`config.mk`:
```
export PLATFORM = sky130hd
export DESIGN_NAME = hsi_m_tx_arb
export DESIGN_NICKNAME = d
export VERILOG_FILES = /design/src/rtl/hsi_m_tx_arb.sv
export SDC_FILE = /design/constraint.sdc
export NUM_CORES = 1
export LEC_CHECK = 0
export BUFFER_PORTS_ARGS = -buffer_cell sky130_fd_sc_hd__buf_2
export CAP_MARGIN = 20
export CORE_MARGIN = 3
export CORE_UTILIZATION = 55
export CTS_CLUSTER_SIZE = 28
export DETAILED_ROUTE_END_ITERATION = 16
export MAX_ROUTING_LAYER = met4
export PLACE_DENSITY = 0.77
export SETUP_SLACK_MARGIN = 0.15
export SYNTH_ARGS = -nofsm -noshare
export SYNTH_HDL_FRONTEND = slang
export SYNTH_SLANG_ARGS = --single-unit
```
`constraint.sdc`:
```
create_clock -name clk -period 2.7 [get_ports clk]
set_input_delay 0.54 -clock clk [delete_from_list [all_inputs] [get_ports clk]]
set_output_delay 0.54 -clock clk [all_outputs]
set_load 0.005 [all_outputs]
```
`src/rtl/hsi_m_tx_arb.sv`:
```
// ---------------------------------------------------------------------------
// hsi_m_tx_arb -- transmit arbiter for the HSI master frame coder.
//
// Five requesters compete for the transmit path.  Fixed priority is
// TM > BTC > low group {SR, DPR, CCW}.  A winner owns the coder until the
// coder reports frame_done.  An inter-frame gap of GAP_TICKS enabled cycles
// then follows before the next decision.  During the gap, reply_win flags
// which low-group command (if any) owned the frame just completed.
//
// Optional feature (macro HSI_TX_ARB_RR_EN):
//   defined   -> the low group is round-robin (SR -> DPR -> CCW -> SR).
//   undefined -> the low group is fixed priority SR > DPR > CCW.
//
// Parameters:
//   GAP_TICKS   inter-frame gap length in enabled clk cycles (1..8191)
//
// Ports:
//   clk         system clock, rising edge
//   n_rst       asynchronous active-low reset
//   en          advance qualifier; nothing changes on edges with en=0
//   req[4:0]    level-held requests: [0]=TM [1]=BTC [2]=SR [3]=DPR [4]=CCW
//   mask[4:0]   per-requester enable, same bit order
//   pre_tm      when 1, CCW is not eligible
//   frame_done  one-cycle pulse at end of the current frame's CRC
//   gnt[4:0]    registered one-hot grant
//   busy        high while a grant or the gap is in progress
//   reply_win   one-hot [0]=SR [1]=DPR [2]=CCW, high during the gap
//               following that command's frame
//   reply_end   one-cycle pulse on the last gap cycle when reply_win != 0
// ---------------------------------------------------------------------------
module hsi_m_tx_arb #(
    parameter int GAP_TICKS = 100
) (
    input  logic       clk,
    input  logic       n_rst,
    input  logic       en,
    input  logic [4:0] req,
    input  logic [4:0] mask,
    input  logic       pre_tm,
    input  logic       frame_done,
    output logic [4:0] gnt,
    output logic       busy,
    output logic [2:0] reply_win,
    output logic       reply_end
);

    typedef enum logic [1:0] {
        IDLE  = 2'd0,
        GRANT = 2'd1,
        GAP   = 2'd2
    } state_t;

    // Terminal count of the gap counter.
    localparam logic [12:0] GAP_LAST = 13'(GAP_TICKS - 1);

    state_t      state_r;
    logic [12:0] cnt_r;
    logic [4:0]  gnt_r;
    logic        busy_r;
    logic [2:0]  reply_win_r;
    logic        reply_end_r;

    logic [4:0]  elig_s;
    logic [2:0]  low_win_s;
    logic [4:0]  win_s;

`ifdef HSI_TX_ARB_RR_EN
    // Low-group index where the next search starts: 0=SR, 1=DPR, 2=CCW.
    logic [1:0]  rr_ptr_r;
    logic [2:0]  rot_s;
    logic [2:0]  rot_win_s;
`endif

    // First set bit of a 3-bit vector, bit 0 highest priority.
    function automatic logic [2:0] pick_first(input logic [2:0] v);
        logic [2:0] r;
        if (v[0]) begin
            r = 3'b001;
        end else if (v[1]) begin
            r = 3'b010;
        end else if (v[2]) begin
            r = 3'b100;
        end else begin
            r = 3'b000;
        end
        return r;
    endfunction

    // Eligibility and winner selection for the next IDLE decision.
    always_comb begin
        elig_s    = req & mask & {~pre_tm, 4'b1111};
        low_win_s = 3'b000;
`ifdef HSI_TX_ARB_RR_EN
        // Rotate the low group so the search start sits at bit 0, pick the
        // first request, then rotate the one-hot result back.
        rot_s     = 3'b000;
        rot_win_s = 3'b000;
        case (rr_ptr_r)
            2'd0: begin
                rot_s     = elig_s[4:2];
                rot_win_s = pick_first(rot_s);
                low_win_s = rot_win_s;
            end
            2'd1: begin
                rot_s     = {elig_s[2], elig_s[4], elig_s[3]};
                rot_win_s = pick_first(rot_s);
                low_win_s = {rot_win_s[1], rot_win_s[0], rot_win_s[2]};
            end
            2'd2: begin
                rot_s     = {elig_s[3], elig_s[2], elig_s[4]};
                rot_win_s = pick_first(rot_s);
                low_win_s = {rot_win_s[0], rot_win_s[2], rot_win_s[1]};
            end
            default: begin
                rot_s     = elig_s[4:2];
                rot_win_s = pick_first(rot_s);
                low_win_s = rot_win_s;
            end
        endcase
`else
        low_win_s = pick_first(elig_s[4:2]);
`endif
        if (elig_s[0]) begin
            win_s = 5'b00001;
        end else if (elig_s[1]) begin
            win_s = 5'b00010;
        end else begin
            win_s = {low_win_s, 2'b00};
        end
    end

    // Arbiter FSM with registered outputs; everything holds when en=0.
    always_ff @(posedge clk or negedge n_rst) begin
        if (!n_rst) begin
            state_r     <= IDLE;
            cnt_r       <= 13'd0;
            gnt_r       <= 5'b00000;
            busy_r      <= 1'b0;
            reply_win_r <= 3'b000;
            reply_end_r <= 1'b0;
`ifdef HSI_TX_ARB_RR_EN
            rr_ptr_r    <= 2'd0;
`endif
        end else if (en) begin
            case (state_r)
                IDLE: begin
                    if (win_s != 5'b00000) begin
                        state_r <= GRANT;
                        gnt_r   <= win_s;
                        busy_r  <= 1'b1;
`ifdef HSI_TX_ARB_RR_EN
                        // Next search starts after the member just granted.
                        if (win_s[2]) begin
                            rr_ptr_r <= 2'd1;
                        end else if (win_s[3]) begin
                            rr_ptr_r <= 2'd2;
                        end else if (win_s[4]) begin
                            rr_ptr_r <= 2'd0;
                        end else begin
                            rr_ptr_r <= rr_ptr_r;
                        end
`endif
                    end else begin
                        state_r <= IDLE;
                    end
                end
                GRANT: begin
                    if (frame_done) begin
                        state_r     <= GAP;
                        gnt_r       <= 5'b00000;
                        cnt_r       <= 13'd0;
                        reply_win_r <= gnt_r[4:2];
                        // A one-cycle gap is also its own last cycle.
                        reply_end_r <= (GAP_LAST == 13'd0) && (gnt_r[4:2] != 3'b000);
                    end else begin
                        state_r <= GRANT;
                    end
                end
                GAP: begin
                    if (cnt_r == GAP_LAST) begin
                        state_r     <= IDLE;
                        busy_r      <= 1'b0;
                        reply_win_r <= 3'b000;
                        reply_end_r <= 1'b0;
                    end else begin
                        cnt_r       <= cnt_r + 13'd1;
                        reply_end_r <= ((cnt_r + 13'd1) == GAP_LAST) && (reply_win_r != 3'b000);
                    end
                end
                default: begin
                    state_r     <= IDLE;
                    cnt_r       <= 13'd0;
                    gnt_r       <= 5'b00000;
                    busy_r      <= 1'b0;
                    reply_win_r <= 3'b000;
                    reply_end_r <= 1'b0;
                end
            endcase
        end
    end

    assign gnt       = gnt_r;
    assign busy      = busy_r;
    assign reply_win = reply_win_r;
    assign reply_end = reply_end_r;

endmodule

```
== After elaboration in Yosys (flattened, before gate mapping) ==
Index checks and enable logic that the tools add are counted.
Cells by class
  $add $sub $neg: 1
  eq/ne operators: 8
  mux-type cells: 24
  bitwise gates (word level): 6
  reductions and logical operators: 10
Operators by type and width (count)
  $pmux 13 s3: 1
  $eq 13x7->1 const B: 2
  $mux 13: 2
  $mux 5: 4
  $reduce_and 4->1: 4
  $mux 3: 5
  $pmux 5 s3: 1
  $add 13x1->13 const B: 1
  $and 5x5->5: 2
  $pmux 3 s3: 1
  $ne 2x2->1 const B: 4
  $pmux 1 s3: 2
  $pmux 2 s3: 1
  $mux 1: 5
  $reduce_bool 5->1: 1
  $mux 2: 2
  $not 1->1: 4
  $reduce_and 3->1: 1
  $reduce_bool 3->1: 1
  $eq 2x1->1 const B: 1
  $eq 2x2->1 const B: 1
  $logic_not 2->1: 1
  $reduce_and 2->1: 1
  $logic_and 1x1->1: 1
Storage, ports and cells
  flip-flop bits (word level): 25
  input bits: 15
  output and inout bits: 10
  word-level logic and storage cells: 55

== Longest topological paths before layout ==
  depth in word-level cells: 10
  depth in mapped cells: 7
  gate-level depth less buffers: 6

== Worst setup path before layout ==
No wires, ideal clock.
  path type: register to register
  from: register cnt_r[10]
  to: register reply_end_r, in the netlist reply_end
  library setup time: 122 ps
  arrival time: 1840 ps
  data required time: 2578 ps
  path slack: 739 ps
  cell stages (with the launch flop): 7
  buffers on the path: 1
  clock period less this slack: 1961 ps
  path through: dfrtp_1 -> or4_4 -> nor4_4 -> or3_1 -> buf_6 -> nor4_1 -> a32o_1
Between the ends
  word-level cells in the longest chain between the ends: 5
  elaborated cells between the ends (all ways): 6
  those cells by class: add/sub: 1; eq/ne: 2; mux: 2; reduce/logical: 1
RTL lines
  from (decl): line 57  | logic [12:0] cnt_r;
  from (signal assigned): line 186  | cnt_r <= cnt_r + 13'd1;
  $add 13x1->13: line 187  | reply_end_r <= ((cnt_r + 13'd1) == GAP_LAST) && (reply_win_r != 3'b000);
  $eq 13x7->1: line 187
  $logic_and 1x1->1: line 187
  $mux 1 *: line 180  | if (cnt_r == GAP_LAST) begin
  $pmux 1 s3 *: line 145  | case (state_r)
  to (signal assigned): line 174  | reply_end_r <= (GAP_LAST == 13'd0) && (gnt_r[4:2] != 3'b000);
  to (signal assigned): line 187
  to (decl): line 61  | logic reply_end_r;
Mark *: on every way between the ends. The rest lies on a longest branch, timed or not.
A chain may end at the register's enable or synchronous reset.

== Worst setup path in the final report ==
Ends and elaborated chain as after synthesis.

==> summary.md <==
| Metric | Value |
|---|---|
| Core outline area | `2520 µm²` |
| Worst Reg-to-Reg Cells | `5` |
| Most frequent cells in the layout | `sky130_fd_sc_hd__dfrtp_1 (25), sky130_fd_sc_hd__nand2_1 (24), sky130_fd_sc_hd__buf_2 (24), sky130_fd_sc_hd__inv_1 (16), sky130_fd_sc_hd__o21ai_0 (13)` |
| Number of maximum-capacitance constraint violations | `0` |
| Category of the worst setup path capture point | `flop` |
| Hold Vio Cnt, Final | `0` |
| Final period demand of the worst path | `2200 ps` |
| Measured slew at the worst slew-check pin | `559 ps` |
| Root buf cell | `sky130_fd_sc_hd__clkbuf_4` |
| Via count of the first global-routing pass | `1387` |
| Type of the most critical hold path | `input port to asynchronous set/reset pin` |
| Post CTS Setup Buffer Count | `0` |
| Cell count after synthesis | `169` |
| CP startpoint kind | `flop` |
| Sequential share of the synthesized area | `42.3%` |
| Launch instance of the worst register-to-register path | `cnt_r[10]` |
| DIE HEIGHT | `57.9 µm` |
| Wirelength per Cell | `14.5 µm` |
| Worst path buffer plus inverter count | `0` |
| Number of antenna violations at the first check in global routing | `0` |
| Antenna Violating Nets Remaining | `0` |
| Count of different cell masters after synthesis | `44` |
| Mapped Area | `1480 µm²` |
| Cells resized by post-CTS repair | `0` |
| Total power density per cell area | `655 nW/µm²` |
| Final number of setup-violating endpoints | `0` |
| Boundary pin count | `25` |
| Count of standard-cell rows | `18` |
| Latest clock arrival within the worst-skew pair | `310 ps` |
| Depth of the CTS H-tree | `1` |
| Global-route wire length before repair | `5800 µm` |
| DIE WIDTH | `57.9 µm` |
| Reg2reg end | `reply_end` |
| Highest fanout seen on the critical path | `9` |
| Avg Inst Size Synth | `8.76 µm²` |
| Fraction of final layout cells with drive strength greater than 1 | `18.2%` |
| Syn nets | `186` |
| ANT cells | `0` |
| Post-route setup TNS | `0 ps` |
| Count of nets after finishing | `210` |
| Worst setup timing slack at the placement stage | `534 ps` |
| Maximum number of pins on one net before global-route repair | `26` |
| List of cells traversed by the critical path | `or4_4 -> nor4_4 -> or3_1 -> nor4_1 -> a32o_1` |
| Worst setup path class | `flop to flop` |
| WL final | `3230 µm` |
| DIE AREA | `3350 µm²` |
| Fin worst setup slack | `504 ps` |
| Count of state elements after synthesis | `25` |
| Leftover overflow at the end of global routing | `0` |
| RSZ-0062 raised after global routing | `false` |
| Clock transition time at the flip-flop clock pins of the worst setup and hold paths | `130 ps` |
| Hold_buf cts | `0` |
| Outcome | `completed` |
| Family with the most delay on the worst path | `simple AND/OR/NAND/NOR gates` |
| Vias post-DR | `1374` |
| Max Freq | `455 MHz` |
| Leading cell type in the layout, fill and taps excluded | `sky130_fd_sc_hd__dfrtp_1` |
| Peak VDD IR | `0.000565 V` |
| Worst hold slack | `194 ps` |
| Routability Congestion | `0.896` |
| Critical path arrival | `2420 ps` |
| Overall routing resource usage | `22.7%` |
| Static leakage | `0.713 nW` |
| Required time of the critical path | `2920 ps` |
| Clock Sink Count | `25` |
| Critical Path Max Stage Delay | `580 ps` |
| Final instance count without filler cells | `222` |
| Final routed DRC violation total | `0` |
| Slew margin rel. | `62.7%` |
| Average via count per standard cell | `6.19` |
| Maximum count of clock buffers along a single path | `2` |
| Effective utilization at floorplan | `58.7%` |
| Dpl hpwl | `2420 µm` |
| Yosys warnings | `0` |
| Max-slew violation count | `0` |
| Placed Cells incl. Taps | `218` |
| Cell type of the slowest stage on the worst timing path | `sky130_fd_sc_hd__or4_4` |
| Total Power Consumption | `0.00107 W` |
| Initial DRC Count | `85` |
| Port Buffers | `24` |
| Worst setup slack for register-to-register paths | `500 ps` |
| Area Overhead vs Synth | `10.1%` |
| Share of the clock period used by the worst path after layout | `81.3%` |
| Fin Clk Skew | `4.27 ps` |
| Cts bufs inserted | `3` |
| CTS tree | `done` |
| Cell depth of the worst setup path | `5` |
| Number of iterations in the first detailed-routing pass | `4` |
==> where the power goes <==
group          total [W]  internal (W)  switching [W]
clock network   0.000166     0.0000578       0.000108
registers       0.000528      0.000443      0.0000854
logic           0.000375      0.000142       0.000233
==> metrics by stage <==
stage	cell area, µm²	utilization, %
2_1_floorplan	1480	-
3_3_place_gp	1600	63.6
3_5_place_dp	1600	63.6
4_1_cts	1630	64.6
5_1_grt	1630	64.6
6_report	1630	64.6
==> metal layers <==
metal | vias to the layer above | routed length, µm | GRT usage (%)
li1 | 663 | - | -
met3 | 7 | 177 | 2.67
met2 | 63 | 1600 | 39.4
met4 | 0 | 66 | 9.93
met5 | - | 0 | -
met1 | 641 | 1380 | 26.4
==> worst max path at each step <==
stage,startpoint,endpoint,slack (ps)
2_1_floorplan,cnt_r[10],reply_end,740
3_3_place_gp,cnt_r[10],reply_end,590
3_5_place_dp,cnt_r[10],reply_end,530
4_1_cts,cnt_r[10],reply_end,510
5_1_grt,cnt_r[10],reply_end,370
6_report,cnt_r[10],reply_end,500
==> sequential cells by signal, indices dropped and copies added, names as in the netlist <==
name,cells
cnt_r,13
gnt,5
reply_win,3
state_r,2
busy,1
reply_end,1
==> synthesized netlist by cell type (all sizes together) <==
cell     count  area share, %
o41ai        3            1.8
a21oi       11            3.7
nand2b       2           0.85
nand4b       1           0.59
a31oi        1           0.42
xnor2        2            1.2
buf          5            2.5
o22ai        3            1.3
a21o         1           0.51
inv         16            4.1
a22oi        2            1.0
o21bai       1           0.51
mux2i        3            2.0
a311oi       3            1.8
or3          2           0.93
nand4        4            1.7
a22o         2            1.2
and2         1           0.42
nor2         7            1.8
o21ai       15            5.1
nand2       24            6.1
nor4         3            2.3
a32o         1           0.68
nand3b       1           0.51
o2bb2ai      1           0.59
o31ai        3            1.5
or2          1           0.42
and4         1           0.68
or4          3            1.8
nand3        7            2.4
ha           2            1.7
a31o         1           0.59
dfrtp       25             42
nor3         4            1.4
a311o        1           0.68
xor2         3            1.8
o21a         1           0.51
clkbuf       1           0.25
or4b         1           0.68
==> logic make-up (layout without fill, tap and decap cells) <==
| kind of cell | after synthesis | count (layout) | synth area share, % |
|---|---|---|---|
| and+or+nand+nor | 62 | 62 | 22.4 |
| AOI/OAI and AO/OA | 50 | 50 | 21.8 |
| DFF | 25 | 25 | 42.3 |
| buffers and inverters | 22 | 45 | 6.85 |
| xor gates and xnor gates | 5 | 5 | 2.96 |
| muxes | 3 | 3 | 2.03 |
| adders and majority gates | 2 | 2 | 1.69 |
==> cell type report <==
type	count	area (µm²)
clock buffers	4	26.3
repair buffers	25	128
flip-flops and latches	25	626
fillers	224	892
multi-input cells	122	753
inverters	16	60.1
well taps	30	37.5
Note: power is estimated with default switching activity, not from simulation.
